<file path="src/rtl/inst_fetch.sv">
// inst_fetch: sequential instruction fetch with redirect and decode handshake.
// Build option FETCH_SKID_EN: registered 2-entry {inst,pc} output FIFO.
module inst_fetch #(
   parameter logic [31:0] RESET_PC = 32'h0000_0000
) (
   input  logic        clk,
   input  logic        reset,
   input  logic        branch_en,
   input  logic [31:0] branch_target,
   output logic [31:0] mem_addr,
   input  logic [31:0] mem_inst,
   output logic        out_valid,
   output logic [31:0] out_inst,
   output logic [31:0] out_pc,
   input  logic        out_ready
);

   logic [31:0] tgt;
   logic [31:0] pc_q, pc_d;
   logic [31:0] req_pc_q, req_pc_d;
   logic        req_valid_q, req_valid_d;

   assign tgt = branch_target & 32'hFFFF_FFFC;

`ifndef FETCH_SKID_EN

   logic stall;

   assign stall = req_valid_q && !out_ready;

   // Priority: reset, redirect, stall (replay req_pc), plain issue.
   always_comb begin
      pc_d        = pc_q + 32'd4;
      req_pc_d    = pc_q;
      req_valid_d = 1'b1;
      mem_addr    = pc_q;
      if (reset) begin
         pc_d        = RESET_PC;
         req_pc_d    = RESET_PC;
         req_valid_d = 1'b0;
         mem_addr    = RESET_PC;
      end else if (branch_en) begin
         pc_d     = tgt + 32'd4;
         req_pc_d = tgt;
         mem_addr = tgt;
      end else if (stall) begin
         pc_d        = pc_q;
         req_pc_d    = req_pc_q;
         req_valid_d = req_valid_q;
         mem_addr    = req_pc_q;
      end
   end

   assign out_valid = req_valid_q && !branch_en && !reset;
   assign out_inst  = mem_inst;
   assign out_pc    = req_pc_q;

`else

   logic [31:0] fifo_inst_q [2];
   logic [31:0] fifo_pc_q   [2];
   logic        rd_q, wr_q;
   logic [1:0]  cnt_q;
   logic        push, pop, can_issue;
   logic [2:0]  occ;

   assign out_valid = (cnt_q != 2'd0) && !branch_en && !reset;
   assign out_inst  = fifo_inst_q[rd_q];
   assign out_pc    = fifo_pc_q[rd_q];
   assign pop       = out_valid && out_ready;
   assign push      = req_valid_q;
   assign occ       = {1'b0, cnt_q} + {2'b00, push} - {2'b00, pop};
   assign can_issue = occ < 3'd2;

   // Issue only while the FIFO can absorb the read; otherwise hold pc.
   always_comb begin
      pc_d        = pc_q;
      req_pc_d    = req_pc_q;
      req_valid_d = 1'b0;
      mem_addr    = pc_q;
      if (reset) begin
         pc_d     = RESET_PC;
         req_pc_d = RESET_PC;
         mem_addr = RESET_PC;
      end else if (branch_en) begin
         pc_d        = tgt + 32'd4;
         req_pc_d    = tgt;
         req_valid_d = 1'b1;
         mem_addr    = tgt;
      end else if (can_issue) begin
         pc_d        = pc_q + 32'd4;
         req_pc_d    = pc_q;
         req_valid_d = 1'b1;
      end
   end

   // FIFO: flushed by reset or redirect, else push returning read, pop on transfer.
   always_ff @(posedge clk) begin
      if (reset || branch_en) begin
         rd_q  <= 1'b0;
         wr_q  <= 1'b0;
         cnt_q <= 2'd0;
      end else begin
         if (push) begin
            fifo_inst_q[wr_q] <= mem_inst;
            fifo_pc_q[wr_q]   <= req_pc_q;
            wr_q              <= !wr_q;
         end
         if (pop) begin
            rd_q <= !rd_q;
         end
         cnt_q <= cnt_q + {1'b0, push} - {1'b0, pop};
      end
   end

`endif

   // Fetch state registers; reset is folded into the next-state logic.
   always_ff @(posedge clk) begin
      pc_q        <= pc_d;
      req_pc_q    <= req_pc_d;
      req_valid_q <= req_valid_d;
   end

endmodule

</file>
<file path="config.mk">
export PLATFORM = sky130hd
export DESIGN_NAME = inst_fetch
export DESIGN_NICKNAME = d
export VERILOG_FILES = /design/src/rtl/inst_fetch.sv
export SDC_FILE = /design/constraint.sdc
export NUM_CORES = 1
export LEC_CHECK = 0
export BUFFER_PORTS_ARGS = -buffer_cell sky130_fd_sc_hd__buf_2
export CAP_MARGIN = 0
export CORE_AREA = 2 2 91 110
export CTS_CLUSTER_SIZE = 25
export DETAILED_ROUTE_END_ITERATION = 10
export DIE_AREA = 0 0 93 112
export PLACE_DENSITY_LB_ADDON = 0.3
export SLEW_MARGIN = 20
export SYNTH_ARGS = -nofsm -noshare
export SYNTH_HDL_FRONTEND = slang
export SYNTH_SLANG_ARGS = --single-unit
export TNS_END_PERCENT = 100
</file>
<file path="constraint.sdc">
create_clock -name clk -period 3.75 [get_ports clk]
set_clock_uncertainty 0.1 [all_clocks]
set_input_delay 0.9375 -clock clk [delete_from_list [all_inputs] [get_ports clk]]
set_output_delay 0.9375 -clock clk [all_outputs]
set_load 0.005 [all_outputs]
</file>
* Word-level counts from Yosys, hierarchy flattened *
Index checks and enable logic that the tools add are counted.

cells by class
  add/subtract/negate cells = 2
  eq/ne operators = 1
  mux-type cells = 7
  reduce and logical (&&, ||, !) cells = 6

operator list
  kind                     number
  $mux W32                 5
  $add A32 B3 Y32 const B  2
  $logic_and A1 B1 Y1      3
  $logic_not A1 Y1         3
  $mux W1                  2
  $ne A2 B2 Y1 const B     1

storage, ports and cells
  register bits after elaboration = 65
  input bits = 68
  output and inout port bits = 97
  word-level logic and storage cells = 19

* Logic depth before layout (Yosys ltp) *
Gate-level depths: netlist (run 1).

  depth in word-level cells = 5
  gate-level depth with buffers = 14
  gate-level depth less buffers = 8

* Least setup slack after synthesis (run 1) *
OpenSTA, ideal clock, no wires.

  kind = input to register
  start = in branch_en
  end = reg pc_q[26]
  setup time = 122 ps
  arrival = 3,534 ps
  required time = 3,528 ps
  path slack = -6 ps
  stages = 13
  path buffers = 5
  path through = buf_6 > buf_6 > buf_2 > clkbuf_1 > clkbuf_1 > mux2_2 > ha_1 > inv_1 > a211oi_4 > o211ai_2 > a2111oi_0 > nor4_1 > a311o_1

between the ends
  cells in the longest elaborated chain, start to end = 1
  elaborated cells on any way between the ends = 2
  those cells by class = eq/ne: 1; mux: 1

RTL lines
  what                                                              RTL line  source
  from (decl)                                                       8         input logic branch_en,
  $ne A2 B2 Y1 (no source line) / $mux W32 (equally long branches)  -
  to (signal assigned)                                              120       pc_q <= pc_d;
  to (decl)                                                         19        logic [31:0] pc_q, pc_d;

Several ways; a longest one is shown, not always the timed one.
A chain may end at the register's enable or synchronous reset.

* Worst setup path in the final report (run 1) *
  start = in out_ready
  end = out mem_addr[21]

between the ends
  cells in the longest elaborated chain, start to end = 5

RTL lines
  what                 RTL line  source
  from (decl)          15        input logic out_ready
  $logic_not A1 Y1     29        assign stall = req_valid_q && !out_ready;
  $logic_and A1 B1 Y1  29
  $mux W32             46        end else if (stall) begin
  $mux W32             42        end else if (branch_en) begin
  $mux W32             -
  to (decl)            10        output logic [31:0] mem_addr,

Every way passes these cells.

==> run_results.csv, run 1 <==
group,metric,value,unit
worst_setup_path,arrival,2.26,ns
layout,design_area,4650,sq um
synthesis,ys_warn_count,0,
placement,place_area,4400,sq um
route,via_per_inst,5.50,
synthesis,syn_inst,542,
route,drc,0,
power_and_ir_drop,p_leak,1.88,nW
route,drt-total-wl,10900,um
synthesis,synth_edf_count,0,
synthesis,synth_seq_area_share,0.315,
placement,place.gp.congestion,0.815,
layout,synthToLayoutAreaGrowth,16.0,%
cts,htreeDepth,3,
job,maxCapViolations,0,
placement,io_buffers,98,
placement,dp.final_hpwl,7740,um
grt,grt-busiest-layer,"met2",
worst_hold_path,hp-start,"pc_q[3]",
synthesis,async_reset_ff_frac,0,
route,via_count,3977,
worst_setup_path,crit_type,"input port to output pin",
worst_setup_path,required,2.71,ns
sta,final_max_slew_viol_count,0,
sta,period_needed,3.30,ns
synthesis,synth_ff_type,"dfxtp_1",
die,die_h,112,um
cts,clk_latency,0.34,ns
cts,clock_sinks,63,
sta,rsz0062_at_grt,"no",
grt,grt.total_usage,0.210,
worst_setup_path,cp-startpoint,"out_ready",
die,die_w,93,um
cts,clock-root-buffer,"clkbuf_16",
sta,setup_violations,0,
grt,use_met1,0.255,
die,core_area,9370,sq um
status,status,"finished clean",
cts,cts.clk_slew.worst_paths,0.05,ns
power_and_ir_drop,max-vdd-ir-drop,227,uV
cts,cts_tree,"built",
layout,drive_above_1_share,0.235,
synthesis,yosys.cell_types.count,58,
synthesis,synth_nets,611,
grt,grt-ovfl-total,0,
worst_setup_path,end_kind,"output pin",
grt,grt_pass1_vias,3765,
grt,antenna_found_initial,0,
worst_setup_path,crit_path_max_fanout,15,
placement,pre_cts_ws,0.320,ns
cts,cts-resized-gates,0,
sta,post-route-period-util,0.880,
layout,final_nets,667,
sta,hold_viol_final,0,
cts,numCtsBuffers,9,
grt,grt_start_max_net_pins,50,
die,start_util,0.428,
route,wl_per_cell,15.0,um
grt,use_met2,0.363,
route,drtIter0Drc,236,
layout,antenna_cells,0,
sta,relSlewSlack,0.476,
grt,grt_first_pass_wirelength,17900,um
sta,tightest_slew,0.785,ns
power_and_ir_drop,p_per_area,383,nW/um^2
worst_setup_path,worstReg2RegStart,"pc_q[2]",
sta,final.setup.tns,0,ns
placement,place_inst,710,
die,ios,165,
sta,timing.fmax,303,MHz
die,die-area,10400,sq um
grt,use_met3,0.0453,
layout,stdcell_count,723,
synthesis,postSynthAreaPerCell,7.39,sq um
die,row_count,39,
synthesis,synth_area,4010,sq um
cts,cts_setup_buffers,0,
route,drt_first_pass_iters,5,
synthesis,synth-seq-cells,63,
route,ant_nets,0,
worst_hold_path,hp-class,"flop to flop",
worst_setup_path,cp-start-kind,"input port",
cts,ctsLongestPathBuffers,2,
sta,setup_ws,0.448,ns
cts,holdBufCountCts,0,
-- flip-flops by register name (all words and copies together), names as in the netlist --
register	count
out_pc	32
pc_q	30
req_valid_q	1
-- final timing paths --
kind	slack (ns)	depth (start not counted)	end
max	0.45	8	mem_addr[21]
min	0.40	2	pc_q[3]
max reg2reg	1.24	8	pc_q[26]
min reg2reg	0.40	2	pc_q[3]
-- critical path: stages --
cell and delay [ns]:
buf_2 0.11, nand2b_1 0.37, buf_4 0.31, nand2_1 0.07, a21oi_1 0.14, a21oi_1 0.05
nor2_1 0.13, buf_2 0.13
-- cell families (layout without fill, tap and decap cells) --
logic type | Yosys count | count (layout) | share of synthesized area
buf+inv | 73 | 131 | 0.105
mux | 9 | 9 | 0.0240
flops | 63 | 63 | 0.315
fa+ha+maj | 1 | 1 | 0.00312
simple gates | 227 | 227 | 0.264
xor+xnor | 41 | 41 | 0.0896
compound gates | 128 | 128 | 0.199
-- layer usage --
metal | part of all wire | routed length, um
met5 | 0 | 0
met2 | 0.49 | 5310
met1 | 0.43 | 4680
met3 | 0.065 | 704
met4 | 0.016 | 177
-- cells in the mapped netlist, drive strengths merged (2+ instances only) --
master  instances  area (sq um)
a211oi         11           100
a21oi          65           325
a22oi           2          15.0
a311oi          2          17.5
a31oi           3          18.8
and2            2          12.5
and3            5          31.3
buf            41           302
clkbuf         27           101
dfxtp          63          1260
inv             5          18.8
mux2            5          56.3
mux2i           4          40.0
nand2          88           330
nand2b          3          18.8
nand3          29           150
nand3b          7          65.1
nand4           5          37.5
nor2           55           206
nor3           22           125
nor4            4          25.0
o211a           2          20.0
o21a            5          37.5
o21ai          15          75.1
o22ai           9          62.6
o31ai           3          22.5
xnor2          32           280
xor2            9          78.8
-- report_power, final --
part	total [W]	internal (W)	switching (W)
combinational	0.000287	0.000124	0.000163
sequential	0.000753	0.000714	0.0000388
clock	0.000744	0.000451	0.000293
-- cell type report --
| class | count | area, sq um |
|---|---|---|
| timing repair buffer | 113 | 631 |
| inverter | 5 | 18.8 |
| clock inverter | 2 | 10.0 |
| multi-input combinational | 406 | 2330 |
| clock buffer | 11 | 243 |
| tap | 123 | 154 |
| fill | 973 | 4720 |
| sequential | 63 | 1260 |
-- metrics by stage --
step	hold WS, ns	total power (W)	utilization
global route	0.428	0.00185	0.496
CTS	0.393	0.00179	0.496
finish	0.399	0.00178	0.496
detailed placement	0.385	0.00105	0.469
global placement	0.374	0.00105	0.469
floorplan	0.352	0.000960	-
-- cell usage in the layout, fill, tap and decap left out, types with 5 or more instances in the layout --
cell type / synthesis / final
buf_2: 4 / 97
nand2_1: 88 / 88
a21oi_1: 65 / 65
dfxtp_1: 63 / 63
nor2_1: 55 / 55
xnor2_1: 32 / 32
nand3_1: 28 / 28
nor3_1: 19 / 19
buf_4: 32 / 14
o21ai_0: 13 / 13
a211oi_1: 9 / 9
xor2_1: 9 / 9
clkbuf_16: 0 / 9
o22ai_1: 8 / 8
nand3b_1: 6 / 6
mux2_2: 5 / 5
inv_1: 5 / 5
and3_1: 5 / 5
o21a_1: 5 / 5
(Power assumes the default switching activity.)
==> run 2, diff against run 1 <==
--- a/config.mk
+++ b/config.mk
@@ -5,13 +5,15 @@
 export SDC_FILE = /design/constraint.sdc
 export NUM_CORES = 1
 export LEC_CHECK = 0
-export BUFFER_PORTS_ARGS = -buffer_cell sky130_fd_sc_hd__buf_2
+export BUFFER_PORTS_ARGS = -buffer_cell sky130_fd_sc_hd__buf_4
 export CAP_MARGIN = 0
-export CORE_AREA = 2 2 91 110
+export CORE_AREA = 2 2 90 109
+export CTS_BUF_LIST = sky130_fd_sc_hd__clkbuf_4
 export CTS_CLUSTER_SIZE = 25
 export DETAILED_ROUTE_END_ITERATION = 10
-export DIE_AREA = 0 0 93 112
+export DIE_AREA = 0 0 92 111
 export PLACE_DENSITY_LB_ADDON = 0.3
+export REMOVE_ABC_BUFFERS = 1
 export SLEW_MARGIN = 20
 export SYNTH_ARGS = -nofsm -noshare
 export SYNTH_HDL_FRONTEND = slang
==> run_results.csv, run 2 (same netlist as run 1, synthesis figures left out) <==
group,metric,value,unit
status,status,"finished clean",
power_and_ir_drop,p_leak,1.85,nW
sta,final_max_slew_viol_count,0,
cts,cts_setup_buffers,0,
layout,final_nets,665,
placement,dp.final_hpwl,8550,um
route,drc,0,
grt,grt-ovfl-total,0,
route,wl_met3,1010,um
power_and_ir_drop,seq_power_share,0.518,
route,wl_per_cell,16.3,um
sta,hold_viol_final,0,
route,drtIter0Drc,208,
layout,fillers,971,
power_and_ir_drop,p_int,0.000998,W
route,drt-total-wl,11800,um
grt,antenna_found_initial,0,
sta,post-route-period-util,0.880,
layout,final_common_cell,"buf_4",
cts,cts_tree,"built",
power_and_ir_drop,p_sw_frac,0.313,
grt,grt.total_usage,0.233,
cts,ctsLongestPathBuffers,2,
route,m1WireLength,4980,um
layout,design_area,4730,sq um
placement,io_buffers,98,
route,via_per_inst,5.55,
route,via_count,4022,
job,maxCapViolations,0,
power_and_ir_drop,clkPwrFrac,0.266,
power_and_ir_drop,p_per_area,307,nW/um^2
worst_setup_path,arrival,2.26,ns
grt,grt_start_max_net_pins,58,
grt,grt_pass1_vias,3735,
grt,grt_first_pass_wirelength,18900,um
layout,largest_reg_flops,32,
worst_setup_path,required,2.71,ns
power_and_ir_drop,power.total,0.00145,W
die,die_h,111,um
cts,clock-root-buffer,"clkbuf_4",
cts,cts-resized-gates,0,
power_and_ir_drop,share_comb_of_total_power,0.216,
die,die_w,92,um
power_and_ir_drop,max-vdd-ir-drop,137,uV
placement,place.gp.congestion,0.853,
route,wl_met2,5550,um
worst_setup_path,end_kind,"output pin",
sta,timing.fmax,303,MHz
placement,place_area,4620,sq um
layout,drive_above_1_share,0.235,
layout,most-common-layout-cells,"buf_4 (109), nand2_1 (88), a21oi_1 (65), dfxtp_1 (63), nor2_1 (55)",
worst_setup_path,crit_type,"input port to output pin",
worst_hold_path,hp-class,"flop to flop",
cts,cts.clk_slew.worst_paths,0.11,ns
sta,rsz0062_at_grt,"no",
power_and_ir_drop,net-switching-power,0.000454,W
die,ios,165,
sta,relSlewSlack,0.440,
route,ant_nets,0,
cts,htreeDepth,3,
die,row_count,39,
die,start_util,0.432,
layout,final_util,0.510,
die,core_area,9270,sq um
route,highest_layer,"met5",
sta,tightest_slew,0.840,ns
route,drt_first_pass_iters,5,
layout,synthToLayoutAreaGrowth,18.0,%
sta,setup_violations,0,
cts,clk_latency,0.43,ns
sta,period_needed,3.30,ns
cts,clock_sinks,63,
cts,holdBufCountCts,0,
cts,numCtsBuffers,9,
worst_setup_path,cp-start-kind,"input port",
die,die-area,10200,sq um
worst_setup_path,crit_path_max_fanout,25,
run 2: changes by cell type in the layout (fill, tap and decap cells not counted), moves of 2 or more:
cell and delta:
buf_2 -97, buf_4 +95, clkbuf_4 +10, clkbuf_16 -9, clkinv_1 +2, clkinv_2 +2
run 2: final cells by class:
cell class                 count  area [sq um]  share of cell area
antenna                        1          2.50            0.000529
clock buffer                  10          75.1              0.0159
clock inverter                 6          27.5             0.00582
inverter                       5          18.8             0.00397
multi-input combinational    406          2330               0.493
sequential                    63          1260               0.267
tap                          123           154              0.0325
timing repair buffer         111           858               0.181
run 2: path summary, 6_finish.rpt:
check / start / to / slack [ns] / cells past startpoint
max: branch_en / mem_addr[20] / 0.45 / 5
min: pc_q[3] / pc_q[3] / 0.40 / 2
max reg2reg: pc_q[2] / pc_q[26] / 1.24 / 8
min reg2reg: pc_q[3] / pc_q[3] / 0.40 / 2
run 2: layer usage:
metal	vias up	global-route usage
li1	1958	-
met5	-	0.0521
met4	2	0.0856
met1	1867	0.295
met3	24	0.0795
met2	171	0.363
run 2: worst max-delay path, cell delays in order:
cell and delay, ns:
buf_4 0.20, inv_1 0.36, nor2_1 0.14, a311oi_1 0.42
buf_4 0.19
run 2: power groups by stage:
stage / clock network, W / logic (W) / registers [W]
CTS: 0.000401 / 0.000316 / 0.000752
global route: 0.000433 / 0.000348 / 0.000759
floorplan: 0 / 0.000144 / 0.000759
detailed placement: 0 / 0.000314 / 0.000767
finish: 0.000386 / 0.000314 / 0.000752
global placement: 0 / 0.000308 / 0.000765
run 2: metrics by stage:
step	setup WS, ns	cells	hold slack, ns	setup TNS, ns
6_report	0.452	725	0.398	0
5_1_grt	0.379	724	0.427	0
4_1_cts	0.484	724	0.395	0
3_5_place_dp	0.418	708	0.381	0
3_3_place_gp	0.448	708	0.369	0
2_1_floorplan	-0.561	474	0.345	-15.58
==> run 3, diff against run 2 <==
--- a/config.mk
+++ b/config.mk
@@ -7,11 +7,13 @@
 export LEC_CHECK = 0
 export BUFFER_PORTS_ARGS = -buffer_cell sky130_fd_sc_hd__buf_4
 export CAP_MARGIN = 0
-export CORE_AREA = 2 2 90 109
+export CELL_PAD_IN_SITES_DETAIL_PLACEMENT = 1
+export CELL_PAD_IN_SITES_GLOBAL_PLACEMENT = 1
+export CORE_AREA = 2 2 107 130
 export CTS_BUF_LIST = sky130_fd_sc_hd__clkbuf_4
 export CTS_CLUSTER_SIZE = 25
 export DETAILED_ROUTE_END_ITERATION = 10
-export DIE_AREA = 0 0 92 111
+export DIE_AREA = 0 0 109 132
 export PLACE_DENSITY_LB_ADDON = 0.3
 export REMOVE_ABC_BUFFERS = 1
 export SLEW_MARGIN = 20
==> run_results.csv, run 3 (same netlist as run 1, synthesis figures left out) <==
group,metric,value,unit
status,status,"finished clean",
placement,place.gp.congestion,0.791,
die,row_count,46,
grt,antenna_found_initial,1,
layout,drive_above_1_share,0.238,
worst_setup_path,path_buf_inv,3,
placement,place_inst,758,
layout,largest_reg_flops,32,
sta,rsz0062_at_grt,"no",
route,ant_nets,0,
die,ios,165,
sta,post-route-period-util,0.896,
power_and_ir_drop,power.total,0.00148,W
power_and_ir_drop,p_per_area,307,nW/um^2
cts,clock_sinks,63,
cts,numCtsBuffers,9,
cts,clk_latency,0.43,ns
placement,place_area,4720,sq um
route,drtIter0Drc,164,
cts,ctsLongestPathBuffers,2,
power_and_ir_drop,p_leak,1.86,nW
worst_hold_path,min_to,"pc_q[3]",
worst_setup_path,arrival,2.32,ns
power_and_ir_drop,net-switching-power,0.000476,W
power_and_ir_drop,share_comb_of_total_power,0.221,
worst_setup_path,r2r_setup_slack,1.16,ns
power_and_ir_drop,p_sw_frac,0.321,
sta,setup_violations,0,
worst_setup_path,end_kind,"output pin",
placement,dp.final_hpwl,10500,um
power_and_ir_drop,clkPwrFrac,0.271,
job,maxCapViolations,0,
layout,multi_input_area,2330,sq um
worst_setup_path,slowest_delay,0.39,ns
layout,final_common_cell,"buf_4",
worst_setup_path,crit_family,"simple AND/OR/NAND/NOR gates",
cts,htreeDepth,3,
die,core_area,13100,sq um
route,drt-total-wl,14500,um
worst_setup_path,cp_common_cell,"buf_4",
worst_hold_path,hp-class,"flop to flop",
die,die_h,132,um
cts,cts_tree,"built",
layout,synthToLayoutAreaGrowth,20.2,%
layout,design_area,4820,sq um
worst_setup_path,r2r_end,"pc_q[26]",
worst_setup_path,ff2ff_path_depth,8,
cts,cts_setup_buffers,0,
worst_hold_path,whs_path_depth,2,
placement,pre_cts_ws,0.209,ns
layout,stdcell_count,773,
grt,grt_first_pass_wirelength,22400,um
layout,final_nets,670,
placement,io_buffers,98,
grt,grt_pass1_vias,4250,
cts,holdBufCountCts,0,
grt,grt-ovfl-total,0,
grt,grt_start_max_net_pins,42,
worst_setup_path,crit_type,"input port to output pin",
route,via_count,4095,
die,die_w,109,um
layout,most-common-layout-cells,"buf_4 (114), nand2_1 (88), a21oi_1 (65), dfxtp_1 (63), nor2_1 (55)",
worst_setup_path,required,2.71,ns
grt,grt.total_usage,0.199,
worst_setup_path,cp_slowest_cell,"nand2b_1",
die,start_util,0.307,
layout,fillers,1618,
cts,cts.clk_slew.worst_paths,0.10,ns
sta,setup_ws,0.392,ns
worst_hold_path,hp-start,"pc_q[3]",
worst_setup_path,cp-start-kind,"input port",
worst_setup_path,worstReg2RegStart,"pc_q[2]",
layout,final_util,0.369,
sta,final_max_slew_viol_count,0,
power_and_ir_drop,max-vdd-ir-drop,109,uV
route,via_per_inst,5.30,
power_and_ir_drop,seq_power_share,0.508,
power_and_ir_drop,p_int,0.00100,W
cts,clock-root-buffer,"clkbuf_4",
sta,hold_viol_final,0,
route,drt_first_pass_iters,4,
sta,period_needed,3.36,ns
route,drc,0,
layout,seqCellArea,1260,sq um
route,wl_per_cell,18.7,um
worst_setup_path,crit_chain,"buf_4 > nand2b_1 > buf_4 > nand2_1 > a21oi_1 > a21oi_1 > nor2_1 > buf_4",
cts,cts-resized-gates,0,
sta,relSlewSlack,0.486,
worst_setup_path,crit_path_max_fanout,15,
sta,timing.fmax,298,MHz
die,die-area,14400,sq um
sta,tightest_slew,0.752,ns
==> run 3: metrics by stage <==
step / setup TNS, ns / hold WS, ns
global route: 0 / 0.439
global placement: 0 / 0.372
finish: 0 / 0.397
detailed placement: 0 / 0.388
CTS: 0 / 0.402
floorplan: -15.58 / 0.345
==> run 3: worst max path at each step <==
stage          slack, ns           end       from  cells after the start
6_report            0.39   mem_addr[3]  out_ready                      8
5_1_grt             0.22   mem_addr[3]  out_ready                      8
4_1_cts             0.37   mem_addr[3]  out_ready                      8
3_5_place_dp        0.21      pc_q[26]  branch_en                      9
3_3_place_gp        0.32      pc_q[23]  branch_en                      8
2_1_floorplan      -0.56  mem_addr[20]  out_ready                      3
==> run 3: cell type report <==
| type | count | share of cell area |
|---|---|---|
| Inverter | 5 | 0.00390 |
| Clock inverter | 3 | 0.00260 |
| Timing Repair Buffer | 116 | 0.186 |
| Antenna cell | 1 | 0.000520 |
| Tap cell | 168 | 0.0436 |
| Multi-Input combinational cell | 406 | 0.484 |
| Clock buffer | 11 | 0.0171 |
| Sequential cell | 63 | 0.262 |
==> run 3: per-layer routing <==
metal  vias to the layer above  wire [um]  track usage
met5                         -         36       0.0214
met4                         2        197       0.0634
met3                        13       1270       0.0944
met2                       129       6710        0.317
met1                      1979       6240        0.233
li1                       1972          -            -
==> run 3: worst register-to-register path, stage by stage, from the launching register on <==
cell and delay [ns]:
dfxtp_1 0.38, mux2_2 0.18, ha_1 0.22, inv_1 0.11, a211oi_4 0.24, o211ai_2 0.20, a2111oi_0 0.64, nor4_1 0.09
a311o_1 0.34
==> run 3: power groups by stage <==
stage | logic [W] | registers [W] | clock network [W]
after detailed placement | 0.000329 | 0.000768 | 0
after CTS | 0.000330 | 0.000752 | 0.000418
after floorplan | 0.000144 | 0.000759 | 0
final | 0.000327 | 0.000753 | 0.000401
after global placement | 0.000320 | 0.000766 | 0
after global routing | 0.000362 | 0.000759 | 0.000452
